--- src/rtl/ram_controller.sv ---
// ram_controller: clocked 2^ADDR_W x DATA_W read/write data memory behind a
// req/ack handshake. Each accepted access takes three cycles: accept (IDLE),
// memory operation (ACCESS), completion pulse (ACK).
//
// Optional feature macro: RAM_CLEAR_EN
//   defined   -> after reset a CLEAR sequence zeroes every word, one per cycle,
//                before the first request can be accepted (busy=1 meanwhile).
//   undefined -> reset enters IDLE directly; memory contents start undefined.
//
// Ports:
//   clk       in   clock, rising edge
//   reset     in   asynchronous active-low reset
//   csRAM     in   chip select
//   weRAM     in   1 = write, 0 = read (sampled at acceptance)
//   req       in   level-sensitive access request
//   address   in   CPU address; low ADDR_W bits index the memory
//   data_in   in   write data (sampled at acceptance)
//   ready     out  a request can be accepted this cycle
//   ack       out  one-cycle completion pulse
//   err       out  out-of-range address flag, qualified by ack
//   data_out  out  registered read data, held until the next read completes
//   busy      out  clear sequence running
module ram_controller #(
  parameter int unsigned DATA_W     = 4,
  parameter int unsigned ADDR_W     = 8,
  parameter int unsigned BUS_ADDR_W = 12
) (
  input  logic                  clk,
  input  logic                  reset,
  input  logic                  csRAM,
  input  logic                  weRAM,
  input  logic                  req,
  input  logic [BUS_ADDR_W-1:0] address,
  input  logic [DATA_W-1:0]     data_in,
  output logic                  ready,
  output logic                  ack,
  output logic                  err,
  output logic [DATA_W-1:0]     data_out,
  output logic                  busy
);

  localparam int unsigned DEPTH = 1 << ADDR_W;

  typedef enum logic [1:0] {
    S_IDLE   = 2'd0,
    S_ACCESS = 2'd1,
    S_ACK    = 2'd2
`ifdef RAM_CLEAR_EN
    ,
    S_CLEAR  = 2'd3
`endif
  } state_t;

`ifdef RAM_CLEAR_EN
  localparam state_t RESET_STATE = S_CLEAR;
`else
  localparam state_t RESET_STATE = S_IDLE;
`endif

  state_t                  state;
  logic [BUS_ADDR_W-1:0]   addr_q;
  logic                    we_q;
  logic [DATA_W-1:0]       wdata_q;
  logic                    oor_q;
  logic [DATA_W-1:0]       mem [DEPTH];

`ifdef RAM_CLEAR_EN
  logic [ADDR_W-1:0]       clr_cnt;
`endif

  logic                    accept_c;
  logic                    oor_c;
  logic [ADDR_W-1:0]       idx_c;

  // Request acceptance and range decode of the latched address
  assign accept_c = (state == S_IDLE) && req && csRAM;
  assign oor_c    = |addr_q[BUS_ADDR_W-1:ADDR_W];
  assign idx_c    = addr_q[ADDR_W-1:0];

  // Control FSM with latched request and registered read data
  always_ff @(posedge clk or negedge reset) begin
    if (!reset) begin
      state    <= RESET_STATE;
      addr_q   <= '0;
      we_q     <= 1'b0;
      wdata_q  <= '0;
      oor_q    <= 1'b0;
      data_out <= '0;
`ifdef RAM_CLEAR_EN
      clr_cnt  <= '0;
`endif
    end else begin
      case (state)
`ifdef RAM_CLEAR_EN
        S_CLEAR: begin
          clr_cnt <= clr_cnt + ADDR_W'(1);
          if (clr_cnt == '1) begin
            state <= S_IDLE;
          end
        end
`endif
        S_IDLE: begin
          if (accept_c) begin
            addr_q  <= address;
            we_q    <= weRAM;
            wdata_q <= data_in;
            state   <= S_ACCESS;
          end
        end
        S_ACCESS: begin
          oor_q <= oor_c;
          if (!we_q) begin
            data_out <= oor_c ? '0 : mem[idx_c];
          end
          state <= S_ACK;
        end
        S_ACK: begin
          state <= S_IDLE;
        end
        default: begin
          state <= RESET_STATE;
        end
      endcase
    end
  end

  // Storage array; no reset so it maps onto plain memory
  always_ff @(posedge clk) begin
    if ((state == S_ACCESS) && we_q && !oor_c) begin
      mem[idx_c] <= wdata_q;
    end
`ifdef RAM_CLEAR_EN
    else if (state == S_CLEAR) begin
      mem[clr_cnt] <= '0;
    end
`endif
  end

  // Status decoded from state; ready is also held low while reset is asserted
  assign ready = (state == S_IDLE) && reset;
  assign ack   = (state == S_ACK);
  assign err   = (state == S_ACK) && oor_q;
`ifdef RAM_CLEAR_EN
  assign busy  = (state == S_CLEAR);
`else
  assign busy  = 1'b0;
`endif

endmodule

--- config.mk ---
export PLATFORM = sky130hd
export DESIGN_NAME = ram_controller
export DESIGN_NICKNAME = d
export VERILOG_FILES = /design/src/rtl/ram_controller.sv
export SDC_FILE = /design/constraint.sdc
export NUM_CORES = 1
export LEC_CHECK = 0
export ABC_AREA = 1
export BUFFER_PORTS_ARGS = -buffer_cell sky130_fd_sc_hd__buf_4
export CELL_PAD_IN_SITES_DETAIL_PLACEMENT = 0
export CELL_PAD_IN_SITES_GLOBAL_PLACEMENT = 2
export CORE_MARGIN = 2
export CORE_UTILIZATION = 45
export DETAILED_ROUTE_END_ITERATION = 10
export GPL_ROUTABILITY_DRIVEN = 0
export GPL_TIMING_DRIVEN = 0
export PLACE_DENSITY = 0.89
export SETUP_SLACK_MARGIN = 0.5
export SLEW_MARGIN = 25
export SYNTH_ARGS = -nofsm -noshare
export SYNTH_HDL_FRONTEND = slang
export SYNTH_SLANG_ARGS = --single-unit
export TNS_END_PERCENT = 50
--- constraint.sdc ---
create_clock -name clk -period 12.06 [get_ports clk]
set_input_delay 1.206 -clock clk [delete_from_list [all_inputs] [get_ports clk]]
set_output_delay 1.206 -clock clk [all_outputs]
set_load 0.1 [all_outputs]
== After elaboration in Yosys (flattened, before gate mapping) ==
Memory sizes are Yosys's and may differ from the RTL's.
Index checks and enable logic that the tools add are counted.
Word-level totals
  register bits after elaboration: 24
  latch bits: 0
  bits in writable memories: 1024
  ROM bits: 0
  output and inout bits: 8
  logic and storage cells: 27
  memories: 1
Memories
  mem: words 256, width 4, read ports 1, clocked after Yosys merged registers in 0, wr ports 1, RTL line 65  | logic [DATA_W-1:0] mem [DEPTH];
Cells by class
  add/sub/neg operators: 0
  multiply operators: 0
  divide/modulo/power cells: 0
  $lt $le $gt $ge: 0
  eq/ne operators: 3
  shift-type cells: 0
  mux-type cells: 5
  bitwise gates (word level): 1
  reduce and logical (&&, ||, !) cells: 11
Operators with widths (number)
  logical AND 1 bit: 6
  two-way mux 4 bit: 1
  case mux 2 bit (2 select lines): 1
  AND reduction 2 bit: 2
  OR reduction 4 bit: 1
  equality test 2 x 1 -> 1 bit (second input constant): 1
  equality test 2 bit (second input constant): 1
  logical NOT 2 bit: 1
  two-way mux 1 bit: 2
  two-way mux 2 bit: 1
  inequality test 2 bit (second input constant): 1
  logical NOT 1 bit: 1
  NOT 1 bit: 1

== Depth between registers and ports, before layout ==
Gate-level depths: netlist of the first run.
  depth after elaboration: 5
  mapped depth: 17

== Worst setup path after synthesis of the first run ==
Ideal clock, no wire load.
  path kind: in2out
  from: in reset
  to: out ready
  data arrival time: 3388 ps
  required time: 10854 ps
  setup slack: 7466 ps
  cell stages on the path: 1
  path through: nor3b_1
Between the ends
  cells in the longest elaborated chain, start to end: 1
Ends and longest elaborated chain
  start: declaration: RTL line 29  | input logic reset,
  logical AND 1 bit: RTL line 140  | assign ready = (state == S_IDLE) && reset;
  end: declaration: RTL line 35  | output logic ready,
No other way between the ends.

== Final worst setup path of the first run ==
  from: reg addr_q[0]
  to: mem mem[145][1] (enable)
RTL lines
  start: declaration: RTL line 61  | logic [BUS_ADDR_W-1:0] addr_q;
  start signal: assignment: RTL line 104  | addr_q <= address;
  end: declaration: RTL line 65
No word-level cell before the write port.

==> results of run 1 <==
-- sequential cells by signal, summed over array words and instances, names as in the netlist --
| register | count |
|---|---|
| mem | 1024 |
| addr_q | 12 |
| data_out | 4 |
| wdata_q | 4 |
| state | 2 |
| oor_q | 1 |
| we_q | 1 |
-- power breakdown --
group	leakage (uW)	switching [uW]	internal (uW)	total, uW
Combinational	0.00840	1350	390	1740
Clock	0.00168	1380	1880	3250
Sequential	0.00958	41.9	4170	4210
Total	0.0197	2770	6430	9200
-- synthesized netlist by cell type (all sizes together) --
cell | count | area [um^2]
nor2 | 314 | 1189
edfxtp | 1024 | 30750
nand2 | 2455 | 9215
conb | 1 | 3.750
a21oi | 17 | 85.08
o21ai | 88 | 440.4
buf | 130 | 618.1
nand3 | 93 | 465.5
clkinv | 1 | 3.750
inv | 15 | 56.30
clkbuf | 99 | 371.6
or2 | 1 | 6.260
dfrtp | 24 | 600.6
nor3b | 1 | 7.510
or4 | 1 | 7.510
nor3 | 1 | 5.000
-- stage by stage --
step | utilization [%] | instance area [um^2]
final | 51.31 | 49550
after global routing | 51.31 | 49550
after CTS | 51.31 | 49550
after detailed placement | 47.74 | 46100
after global placement | 47.25 | 45620
after floorplan | - | 43820
-- layout make-up --
| type | instances | area [um^2] | share of cell area (%) |
|---|---|---|---|
| multi-input combinational | 2972 | 11420 | 23.06 |
| buffer | 229 | 1010 | 2.038 |
| sequential | 1048 | 31370 | 63.30 |
| antenna | 1 | 2.502 | 0.005051 |
| timing repair buffer | 44 | 640.6 | 1.293 |
| clock inverter | 66 | 568.0 | 1.146 |
| inverter | 16 | 60.06 | 0.1212 |
| tap | 1276 | 1597 | 3.222 |
| clock buffer | 136 | 2880 | 5.813 |
-- how the worst max path moves through the flow --
stage                     startpoint  cells past startpoint           to
after global placement    wdata_q[1]                      0  mem[228][1]
after global routing       addr_q[0]                      7  mem[193][0]
after CTS                  addr_q[0]                      7  mem[145][1]
after detailed placement   addr_q[0]                      7  mem[145][0]
after floorplan                reset                      1        ready
final                      addr_q[0]                      7  mem[145][1]
-- cell families after synthesis --
group | count (synthesis) | share of synthesized area (%)
AND/OR/NAND/NOR | 2866 | 24.86
buffers and inverters | 245 | 2.395
AO/OA/AOI/OAI | 105 | 1.199
flip-flops | 1048 | 71.54
other | 1 | 0.008557
-- critical path: stages (launching register included) --
cell      delay, ns
dfrtp_1        0.40
inv_2          0.27
buf_2          0.47
buf_1          0.57
nor2_1         0.23
nand2_1        0.61
clkbuf_1       0.86
nor2_1         0.31
-- metal layers --
layer / global-route usage (%) / vias to the layer above / share of wire (%)
li1: - / 14290 / -
met1: 35.06 / 14060 / 42
met2: 42.23 / 1007 / 47
met3: 4.362 / 202 / 7.0
met4: 10.35 / 0 / 3.9
met5: 0 / - / 0
==> impl_metrics.toml, run 1 <==
[status]
outcome = "completed"

[detailed_routing]
avgViaCountPerCell = 5.107
routedWlPerCell_um = 22.31
dr_total_vias = 29560
antenna_left = 0
first_pass_iters = 5
drtIter0Drc = 2928
drt_wl_total_mm = 129.1
route.detailed.drc = 0

[die]
fp.dieArea_um2 = 99900
ios = 29
rows = 114
start_util_pct = 45.38
dieWidth_um = 316.1
die_y_um = 316.1
coreArea_um2 = 96570

[clock_network]
clock-sinks = 1048
postCtsSetupRepairBufs = 0
clockBufferDepth = 3
clkTransAtPathRegs_ns = 0.06
cts_tree = "done"
numCtsBuffers = 108
cts-resized-gates = 0
cts-htree-levels = 3
root_buffer = "clkbuf_16"
insertion_delay_ns = 0.70
hold_buffers = 0

[timing]
period_share_pct = 33.84
fmax_mhz = 245.1
hold_viol = 0
setup_slack_ns = 7.979
fin_crit_ns = 4.081
max_slew_margin_pct = 27.95
report.final.slew_viol_count = 0
fin_worst_hold_slack_ns = 0.4160
fin_tns_setup_ns = 0
tightest_slew_ns = 1.081
rsz0062_at_grt = "false"
setup_violations = 0
finClkSkew_ns = 0.03433

[cells_and_area]
final_common_cell = "nand2_1"
layout-drive-gt1-share_pct = 7.182
n_fill_cell = 8691
syn2layout_area_growth_pct = 13.06
final_cell_mix = "nand2_1 (2455), edfxtp_1 (1024), nor2_1 (310)"
final_cell_count_no_fill = 5788
nets = 4440

[power]
vdd_drop_max_uv = 111.9
leakage_uw = 0.01966
p_total_uw = 9200
power_density_nw_per_um2 = 185.7

[synth]
synthCells = 4265
syn-mean-instance-area_um2 = 10.28
yosysWarnings = 0
ys_seq_area_share_pct = 71.54
synth_cell_types = 21
ys_ff_latch = 1048
synth.net_count = 4286
synth_area_um2 = 43820

[worst_setup_path]
r2r_start = "addr_q[0]"
reg2reg_to = "mem[145][1]"
crit_fanout = 10
arrival_ns = 4.46
worst-setup-path-type = "reg2reg"
r2r_slack_ns = 7.98
rr_worst_depth = 7
end_kind = "flop"
required_ns = 12.44
setup.worst_path.start_class = "flop"

[global_routing]
grt_max_degree = 62
grt_pass1_wl_mm = 184.7
grt_overflow = 0
groute.usage.overall_pct = 25.99
grt_pass1_vias = 28190
antenna_found_initial = 4

[hold_path]
min_path_type = "in2async"

[placed_design]
dp_hpwl_mm = 88.88
dpl.cell_count = 5585
place_ws_ns = 8.052
io_buffers = 27

[job]
maxCapViolations = 0
(Power assumes the default switching activity.)
==> inputs of run 2 (changes only) <==
--- a/config.mk
+++ b/config.mk
@@ -5,7 +5,7 @@
 export SDC_FILE = /design/constraint.sdc
 export NUM_CORES = 1
 export LEC_CHECK = 0
-export ABC_AREA = 1
+export ABC_AREA = 0
 export BUFFER_PORTS_ARGS = -buffer_cell sky130_fd_sc_hd__buf_4
 export CELL_PAD_IN_SITES_DETAIL_PLACEMENT = 0
 export CELL_PAD_IN_SITES_GLOBAL_PLACEMENT = 2
@@ -14,7 +14,7 @@
 export DETAILED_ROUTE_END_ITERATION = 10
 export GPL_ROUTABILITY_DRIVEN = 0
 export GPL_TIMING_DRIVEN = 0
-export PLACE_DENSITY = 0.89
+export PLACE_DENSITY = 0.8
 export SETUP_SLACK_MARGIN = 0.5
 export SLEW_MARGIN = 25
 export SYNTH_ARGS = -nofsm -noshare
==> constraint.sdc (replaced) <==
create_clock -name clk -period 3.5 [get_ports clk]
set_input_delay 0.35 -clock clk [delete_from_list [all_inputs] [get_ports clk]]
set_output_delay 0.35 -clock clk [all_outputs]
set_load 0.1 [all_outputs]
==> impl_metrics.toml, run 2 <==
[worst_setup_path]
r2r_slack_ns = 0.41
end_kind = "flop"
crit_fanout = 10
required_ns = 4.01
arrival_ns = 3.60
cp-startpoint = "addr_q[1]"
critPathSlowestCell = "mux4_2"
path_common_cell = "o211ai_1"
cpPeakStageDelay_ns = 0.57
cp-endpoint = "data_out[2]"
rr_worst_depth = 10
worst-setup-path-type = "reg2reg"
crit_buf_inv = 3
r2r_start = "addr_q[1]"
critPathTopFamily = "multiplexers"
cp.depth = 10
reg2reg_to = "data_out[2]"
worstPathCellList = "buf_8 -> buf_6 -> buf_4 -> mux4_2 -> mux2i_2 -> a21oi_1 -> o211ai_1 -> o211ai_1 -> nand2_1 -> o221ai_1"
setup.worst_path.start_class = "flop"

[synth]
synth_ff_type = "edfxtp_1"
synth.net_count = 2148
syn-mean-instance-area_um2 = 19.53
synth_cell_types = 56
synthCells = 2127
ys_seq_area_share_pct = 75.45
async_flop_share_pct = 2.290
synth_area_leaders = "edfxtp_1 (74%), mux4_2 (12%), nor2_1 (2.5%), dfrtp_1 (1.4%), mux2_2 (1.3%)"
synth_edf_count = 1024
synthTopCellsByCount = "edfxtp_1 (1024), nor2_1 (278), mux4_2 (230), nand2_1 (55), mux2i_1 (54)"
yosysMostFrequentCell = "edfxtp_1"
yosysWarnings = 0
ys_ff_latch = 1048
synth_top_area_share_pct = 74.01
synth_area_um2 = 41550
post-synth-top-area-cell = "edfxtp_1"

[die]
rows = 111
start_util_pct = 45.40
dieWidth_um = 307.9
die_y_um = 307.9
ios = 29
fp.dieArea_um2 = 94780
coreArea_um2 = 91520

[job]
maxCapViolations = 0

[detailed_routing]
drt_wl_total_mm = 125.7
routedWlPerCell_um = 35.07
avgViaCountPerCell = 6.350
dr_total_vias = 22760
first_pass_iters = 5
route.detailed.drc = 0
drtIter0Drc = 3743
antenna_left = 0

[cells_and_area]
top_regs = "mem x1024, addr_q x12"
layout-drive-gt1-share_pct = 37.81
syn2layout_area_growth_pct = 18.49
final_cell_mix = "edfxtp_1 (1024), mux4_2 (230), nor2_2 (175)"
largest_register_ffs = 1024
seqCellArea_um2 = 31370
final_common_cell = "edfxtp_1"
nets = 2330
n_fill_cell = 6956
regMostFlops = "mem"
utilization_pct = 53.79
multi_input_area_um2 = 10580

[clock_network]
clkTransAtPathRegs_ns = 0.07
insertion_delay_ns = 0.67
clockBufferDepth = 3
cts_tree = "done"
numCtsBuffers = 101
root_buffer = "clkbuf_16"
cts-htree-levels = 3
clock-sinks = 1048

[placed_design]
dp_hpwl_mm = 83.22
place_ws_ns = -1.381
io_buffers = 27

[timing]
fmax_mhz = 323.2
fin_crit_ns = 3.094
report.final.slew_viol_count = 0
setup_slack_ns = 0.4056
hold_viol = 0
max_slew_margin_pct = 38.25
setup_violations = 0
finClkSkew_ns = 0.02809
fin_worst_hold_slack_ns = 0.1642
tightest_slew_ns = 0.9263
fin_tns_setup_ns = 0
period_share_pct = 88.41
rsz0062_at_grt = "true"

[global_routing]
grt_pass1_vias = 22740
grt_overflow = 0
grt_pass1_wl_mm = 174.7
grt_max_degree = 77
groute.usage.overall_pct = 26.73
antenna_found_initial = 2

[status]
outcome = "completed"

[hold_path]
min_path_type = "in2async"

[power]
power_density_nw_per_um2 = 662.1
leakage_uw = 0.01528
vdd_drop_max_uv = 462.3
## run 2: cell types whose count changed in the layout (fill, tap and decap cells not counted), moves of 85 or more
cell	before	now
buf_2	98	13
mux4_2	0	230
nand2_1	2455	35
nand3_1	93	5
nor2_1	310	69
nor2_2	4	175
## run 2: where the power goes
part	total [uW]	switching, uW	leakage (uW)	internal (uW)
clock	11300	4730	0.00166	6550
combinational	6640	4290	0.00412	2350
sequential	14700	203	0.00950	14500
## run 2: cell type report
type	count	share of cell area [%]
flip-flops and latches	1048	63.71
multi-input cells	943	21.48
clock buffers	130	5.543
well taps	1186	3.014
plain buffers	132	2.854
repair buffers	79	1.967
clock inverters	60	1.385
inverters	4	0.03050
diodes	2	0.01017
## run 2: worst min path at each step
stage	depth (start not counted)	to	slack [ns]
global placement	1	addr_q[2]	0.29
CTS	2	addr_q[2]	0.16
floorplan	0	addr_q[0]	0.05
global route	2	addr_q[2]	0.20
finish	2	addr_q[7]	0.16
detailed placement	1	addr_q[5]	0.30
## run 2: metrics by stage
step | power, uW | instance area [um^2] | cells
3_5_place_dp | 20750 | 43670 | 3358
5_1_grt | 33250 | 49230 | 3582
3_3_place_gp | 20630 | 43240 | 3340
2_1_floorplan | 18090 | 41550 | 2127
4_1_cts | 32340 | 48700 | 3578
6_report | 32590 | 49230 | 3584
## run 2: timing repair
item / 4_1_cts / 5_1_grt
setup endpoints to repair: 1028 / 698
buffers inserted: 11 / 3
resized for setup: 408 / 159
hold endpoints to repair: 41 / 0
cloned: 1 / 1
pin swaps: 8 / 10
hold buffers: 18 / 0
## run 2: cell families after synthesis
group / Yosys count / share of synthesized area [%]
other cells: 1 / 0.009025
flops: 1048 / 75.45
simple gates: 414 / 4.252
mux: 347 / 15.48
buf+inv: 136 / 1.891
compound gates: 181 / 2.921
## run 2: per-layer routing
layer	vias up	track usage, %	wire (um)
met5	-	0	0
met4	0	11.67	5778
li1	9048	-	-
met3	233	5.071	13720
met1	11980	36.60	46770
met2	1496	42.13	59430
